===== src/rtl/alu_issue.sv =====
`default_nettype none
// ============================================================================
// Module   : alu_issue
// Purpose  : Decodes MIPS ALU instructions into a one-hot ALU command and
//            issues them through a 2-entry skid buffer (valid/ready on both sides).
// Config   : define ALU_ISSUE_STATS_EN to add the stat_issued/stat_stall counters.
// Revision : 1.0 - initial release
// ============================================================================
module alu_issue #(
    parameter int CNT_W        = 32,
    parameter int ILLEGAL_PASS = 1
) (
    input  logic             clk,
    input  logic             reset,
    input  logic             in_valid,
    output logic             in_ready,
    input  logic [31:0]      in_inst,
    input  logic [31:0]      in_rs_val,
    input  logic [31:0]      in_rt_val,
    output logic             out_valid,
    input  logic             out_ready,
    output logic [11:0]      alu_control,
    output logic [31:0]      alu_src1,
    output logic [31:0]      alu_src2,
    output logic [4:0]       out_dest,
    output logic             out_illegal
`ifdef ALU_ISSUE_STATS_EN
    ,
    output logic [CNT_W-1:0] stat_issued,
    output logic [CNT_W-1:0] stat_stall
`endif
);

    localparam logic [11:0] C_ADD  = 12'h800;
    localparam logic [11:0] C_SUB  = 12'h400;
    localparam logic [11:0] C_SLT  = 12'h200;
    localparam logic [11:0] C_SLTU = 12'h100;
    localparam logic [11:0] C_AND  = 12'h080;
    localparam logic [11:0] C_NOR  = 12'h040;
    localparam logic [11:0] C_OR   = 12'h020;
    localparam logic [11:0] C_XOR  = 12'h010;
    localparam logic [11:0] C_SLL  = 12'h008;
    localparam logic [11:0] C_SRL  = 12'h004;
    localparam logic [11:0] C_SRA  = 12'h002;
    localparam logic [11:0] C_LUI  = 12'h001;

    typedef struct packed {
        logic [11:0] ctrl;
        logic [31:0] src1;
        logic [31:0] src2;
        logic [4:0]  dest;
        logic        illegal;
    } payload_t;

    typedef enum logic [1:0] {
        ST_EMPTY = 2'd0,
        ST_ONE   = 2'd1,
        ST_TWO   = 2'd2
    } state_t;

    state_t   r_state;
    payload_t r_main;
    payload_t r_skid;
    payload_t w_new;

    logic [5:0]  w_op;
    logic [5:0]  w_funct;
    logic [15:0] w_imm;
    logic [31:0] w_imm_sext;
    logic [31:0] w_imm_zext;
    logic        w_accept;
    logic        w_enq;
    logic        w_oxfer;
    logic        unused_rs_field;

    assign w_op            = in_inst[31:26];
    assign w_funct         = in_inst[5:0];
    assign w_imm           = in_inst[15:0];
    assign w_imm_sext      = {{16{w_imm[15]}}, w_imm};
    assign w_imm_zext      = {16'd0, w_imm};
    assign unused_rs_field = ^in_inst[25:21];

    always_comb begin
        w_new         = '0;
        w_new.illegal = 1'b0;
        if (w_op == 6'h00) begin
            w_new.src1 = in_rs_val;
            w_new.src2 = in_rt_val;
            w_new.dest = in_inst[15:11];
            case (w_funct)
                6'h20, 6'h21: w_new.ctrl = C_ADD;
                6'h22, 6'h23: w_new.ctrl = C_SUB;
                6'h2A:        w_new.ctrl = C_SLT;
                6'h2B:        w_new.ctrl = C_SLTU;
                6'h24:        w_new.ctrl = C_AND;
                6'h27:        w_new.ctrl = C_NOR;
                6'h25:        w_new.ctrl = C_OR;
                6'h26:        w_new.ctrl = C_XOR;
                6'h00: begin w_new.ctrl = C_SLL; w_new.src1 = {27'd0, in_inst[10:6]}; end
                6'h02: begin w_new.ctrl = C_SRL; w_new.src1 = {27'd0, in_inst[10:6]}; end
                6'h03: begin w_new.ctrl = C_SRA; w_new.src1 = {27'd0, in_inst[10:6]}; end
                6'h04:        w_new.ctrl = C_SLL;
                6'h06:        w_new.ctrl = C_SRL;
                6'h07:        w_new.ctrl = C_SRA;
                default:      w_new.illegal = 1'b1;
            endcase
        end else begin
            w_new.src1 = in_rs_val;
            w_new.dest = in_inst[20:16];
            case (w_op)
                6'h08, 6'h09: begin w_new.ctrl = C_ADD;  w_new.src2 = w_imm_sext; end
                6'h0A:        begin w_new.ctrl = C_SLT;  w_new.src2 = w_imm_sext; end
                6'h0B:        begin w_new.ctrl = C_SLTU; w_new.src2 = w_imm_sext; end
                6'h0C:        begin w_new.ctrl = C_AND;  w_new.src2 = w_imm_zext; end
                6'h0D:        begin w_new.ctrl = C_OR;   w_new.src2 = w_imm_zext; end
                6'h0E:        begin w_new.ctrl = C_XOR;  w_new.src2 = w_imm_zext; end
                6'h0F:        begin w_new.ctrl = C_LUI;  w_new.src2 = w_imm_zext; w_new.src1 = '0; end
                default:      w_new.illegal = 1'b1;
            endcase
        end
        // Illegal payloads carry nothing but the flag
        if (w_new.illegal) begin
            w_new         = '0;
            w_new.illegal = 1'b1;
        end
    end

    assign w_accept = in_valid & in_ready;
    assign w_enq    = w_accept & ((ILLEGAL_PASS != 0) | ~w_new.illegal);
    assign w_oxfer  = out_valid & out_ready;

    always_ff @(posedge clk or posedge reset) begin
        if (reset) begin
            r_state   <= ST_EMPTY;
            r_main    <= '0;
            r_skid    <= '0;
            out_valid <= 1'b0;
            in_ready  <= 1'b1;
        end else begin
            case (r_state)
                ST_EMPTY: begin
                    if (w_enq) begin
                        r_main    <= w_new;
                        r_state   <= ST_ONE;
                        out_valid <= 1'b1;
                    end
                end
                ST_ONE: begin
                    if (w_oxfer && !w_enq) begin
                        r_state   <= ST_EMPTY;
                        out_valid <= 1'b0;
                    end else if (w_enq && !w_oxfer) begin
                        r_skid    <= w_new;
                        r_state   <= ST_TWO;
                        in_ready  <= 1'b0;
                    end else if (w_enq && w_oxfer) begin
                        r_main    <= w_new;
                    end
                end
                ST_TWO: begin
                    if (w_oxfer) begin
                        r_main    <= r_skid;
                        r_state   <= ST_ONE;
                        in_ready  <= 1'b1;
                    end
                end
                default: begin
                    r_state   <= ST_EMPTY;
                    out_valid <= 1'b0;
                    in_ready  <= 1'b1;
                end
            endcase
        end
    end

    assign alu_control = r_main.ctrl;
    assign alu_src1    = r_main.src1;
    assign alu_src2    = r_main.src2;
    assign out_dest    = r_main.dest;
    assign out_illegal = r_main.illegal;

`ifdef ALU_ISSUE_STATS_EN
    always_ff @(posedge clk or posedge reset) begin
        if (reset) begin
            stat_issued <= '0;
            stat_stall  <= '0;
        end else begin
            if (w_oxfer)
                stat_issued <= stat_issued + 1'b1;
            if (out_valid && !out_ready)
                stat_stall  <= stat_stall + 1'b1;
        end
    end
`else
    localparam int UNUSED_CNT_W = CNT_W;
`endif

endmodule
`default_nettype wire


===== config.mk =====
export PLATFORM = sky130hd
export DESIGN_NAME = alu_issue
export DESIGN_NICKNAME = d
export VERILOG_FILES = /design/src/rtl/alu_issue.sv
export SDC_FILE = /design/constraint.sdc
export NUM_CORES = 1
export LEC_CHECK = 0
export CAP_MARGIN = 20
export CORE_ASPECT_RATIO = 1.2
export CORE_MARGIN = 4
export CORE_UTILIZATION = 35
export CTS_CLUSTER_SIZE = 8
export DETAILED_ROUTE_END_ITERATION = 6
export SYNTH_ARGS = -nofsm -noshare
export SYNTH_HDL_FRONTEND = slang
export SYNTH_SLANG_ARGS = --single-unit

===== constraint.sdc =====
create_clock -name clk -period 14.9 [get_ports clk]
set_input_delay 2.235 -clock clk [delete_from_list [all_inputs] [get_ports clk]]
set_output_delay 2.235 -clock clk [all_outputs]
set_load 0.01 [all_outputs]

==> out/results.tsv <==
stage	metric	value	unit
grt	largest net degree at the start of global routing	105	
routing	DR vias/cell	5.30	
logic_synthesis	mux contribution to synthesized area	0.00795	
min_path	worst min-delay path class	reg -> reg	
logic_synthesis	Avg Cell Area, Syn	9.14	um^2
pwr	worst-case vdd ir drop	0.0761	mV
cells_and_area	most common cell after layout, fill and taps aside	clkdlybuf4s50_1	
logic_synthesis	Syn. warnings	0	
timing	crit share post-route	0.324	
logic_synthesis	xor-xnor portion of the synthesized cell area	0	
die	die area	24500	um^2
cells_and_area	final core occ	0.473	
die	DIE WIDTH	144	um
grt	GRT Residual Overflow	0	
setup_path	required time of the critical path	15.23	ns
grt	global routing's busiest layer	met2	
grt	GR Util All Layers	0.188	
die	Starting Density	0.355	
place	pre-CTS WS	9.62	ns
logic_synthesis	simple-gate portion of the synthesized area	0.185	
cells_and_area	Fill cells	2121	
place	gp weighted congestion	0.765	
timing	Final Critical Period	4.82	ns
routing	Remaining DRCs	0	
logic_synthesis	Synth Area in Compound Gates	0.209	
setup_path	critical path startpoint category	primary input	
die	Cell Rows	59	
clock_network	hold buffers post-CTS	0	
timing	Post-Route Setup TNS	0	ns
timing	Clock Skew	0.0124	ns
status	result of the run	finished, final reports clean	
place	IO Port Bufs	178	
pwr	pwr dens	93.5	nW/um^2
setup_path	worst-path fanout max	32	
setup_path	crit path DAT	5.15	ns
routing	drt initial violations	423	
setup_path	Critical Path Sink Type	flop	
logic_synthesis	Post-synth EDFFs	0	
clock_network	clock sinks	168	
routing	final WL	22.8	mm
cells_and_area	NumNets Final	1086	
clock_network	Post-CTS Resized	0	
timing	relative slew slack	0.333	
timing	RSZ-0062 raised after global routing	false	
die	Die Y	171	um
clock_network	Post-CTS Setup Repair Bufs	0	
routing	Detailed Routing Iterations Pass 1	5	
grt	antenna violations before repair	0	
grt	met3 GRT Util	0.0475	
logic_synthesis	syn_nets	948	
clock_network	Root Driver	clkbuf_16	
setup_path	Max stage delay on crit path	0.80	ns
timing	Max Clock Freq	0.207	GHz
logic_synthesis	adder-cell share of the synthesized area	0.00649	
timing	endpoints failing hold	0	
logic_synthesis	sequential area share after synthesis	0.545	
clock_network	clk slew on worst S/H paths	0.07	ns
clock_network	clk_lat worst skew	0.43	ns
setup_path	crit-path cells	clkdlybuf4s50_1, or4_4, or2_1, a21oi_4, nand2_1, a211oi_1	
grt	vias in the first global route	6762	
place	dpl hpwl	14.0	mm
timing	Final Max Tran Viols	0	
pwr	Leak	4.39	nW
logic_synthesis	asr flop ratio synth	1.00	
clock_network	TritonCTS Buffers	17	
setup_path	Reg2Reg Depth	7	
cells_and_area	proportion of layout cells with a drive suffix above 1	0.0653	
setup_path	crit path kind	in -> reg	
min_path	Worst Hold Depth	1	
logic_synthesis	post-synthesis cell count	844	
routing	remaining antenna violation count	0	
die	IO Pins	184	
routing	wire per inst	18.0	um
cells_and_area	area of the multi-input gates	3190	um^2
clock_network	htree depth	4	
grt	M1 GR Usage	0.260	
cells_and_area	area grow syn2layout	33.1	%
timing	setup ws final	10.08	ns
logic_synthesis	largest family of logic cells by synthesized area	compound AO/OA/AOI/OAI gates	
clock_network	TritonCTS clock tree	yes	
routing	via count	6731	
setup_path	Worst path slowest cell	a21oi_4	
cells_and_area	storage element area	4210	um^2
grt	first-pass GRT wire length	36.8	mm
logic_synthesis	top_reg_cell synth	dfrtp_1	
logic_synthesis	synthesized flop and latch total	168	
die	core area	21700	um^2
grt	met2 GRT Util	0.302	
clock_network	CTS Buffer Depth	2	
cells_and_area	n_diodes	0	
logic_synthesis	Mapped Area	7710	um^2
timing	Slew @ Worst Pin	0.998	ns
cells_and_area	commonest cells after routing, fill and taps aside	clkdlybuf4s50_1, dfrtp_1, nand2_1	
timing	endpoints failing setup	0	
run	total of max-cap violations	0	
logic_synthesis	Netlist cell types	49	
## worst paths after layout
| path | start | end | slack, ns |
|---|---|---|---|
| max in group asynchronous | reset | r_skid[0] | 11.14 |
| worst max register to register | in_ready | alu_src1[2] | 12.02 |
| worst min-delay path | alu_control[4] | alu_control[4] | 0.48 |
| worst min register to register | alu_control[4] | alu_control[4] | 0.48 |
| min in group asynchronous | reset | r_skid[57] | 2.38 |
| worst max-delay path | in_inst[27] | alu_src2[30] | 10.08 |
## cell type report
| cell class | instances | area share |
|---|---|---|
| Clock buffer | 19 | 0.0422 |
| Sequential cell | 168 | 0.410 |
| Timing Repair Buffer | 189 | 0.184 |
| Multi-Input combinational cell | 595 | 0.311 |
| Inverter | 11 | 0.00451 |
| Tap cell | 274 | 0.0334 |
| Clock inverter | 13 | 0.0155 |
## worst max-delay path: cells and delay by family
kind                   cells  cell delay [ns]
AO/OA/AOI/OAI              2             1.06
buffers and inverters      1             0.54
AND/OR/NAND/NOR            3             1.28
## logic make-up (layout without fill, tap and decap cells)
kind of cell	Yosys count	after routing
AND/OR/NAND/NOR	312	312
AO/OA/AOI/OAI	273	273
flip-flops	168	168
buffers and inverters	81	232
multiplexers	6	6
adder cells (fa/ha/maj)	4	4
## sequential cells by signal (all words and copies together) (netlist names)
signal       flops
in_ready         1
alu_src2        32
r_state          2
out_valid        1
alu_control     12
out_dest         5
alu_src1        32
out_illegal      1
r_skid          82
## Yosys cell counts, types with 4 or more instances
| library cell | count | share of area |
|---|---|---|
| dfrtp_1 | 167 | 0.54 |
| nand2_1 | 121 | 0.059 |
| a21oi_1 | 113 | 0.073 |
| nor2_1 | 97 | 0.047 |
| o21ai_0 | 62 | 0.040 |
| clkbuf_1 | 56 | 0.027 |
| nand4_1 | 28 | 0.023 |
| a211oi_1 | 22 | 0.021 |
| nor3_1 | 20 | 0.013 |
| a22oi_1 | 18 | 0.018 |
| o22ai_1 | 17 | 0.014 |
| o21ai_1 | 12 | 0.0078 |
| and3_1 | 11 | 0.0089 |
| inv_1 | 11 | 0.0054 |
| nand3_1 | 11 | 0.0071 |
| a21o_1 | 8 | 0.0078 |
| buf_6 | 6 | 0.0088 |
| a22oi_2 | 5 | 0.0081 |
| buf_1 | 5 | 0.0024 |
| mux2i_1 | 5 | 0.0065 |
| nand2b_1 | 5 | 0.0041 |
| o31ai_1 | 5 | 0.0049 |
| a32oi_1 | 4 | 0.0045 |
| ha_1 | 4 | 0.0065 |
## layer usage
layer / up-vias / wire [um]
met1: 3266 / 10500
met3: 19 / 1410
li1: 3246 / -
met5: - / 0
met2: 200 / 10700
met4: 0 / 303
## report_power, final
part	internal (W)	total (W)	leakage [nW]	switching (W)
combinational	0.0000270	0.0000548	1.77	0.0000278
clock	0.000252	0.000450	0.283	0.000197
sequential	0.000456	0.000456	2.34	0
## per-stage QoR
stage	instances	cell area, um^2	hold slack (ns)	total power (W)
after floorplan	844	7710	0.442	0.000485
after global placement	1236	9650	0.455	0.000521
after detailed placement	1236	9650	0.463	0.000520
after CTS	1268	10200	0.478	0.000974
after global routing	1269	10300	0.493	0.000996
final	1269	10300	0.477	0.000960
No activity file was read; power rests on OpenSTA's default activity.
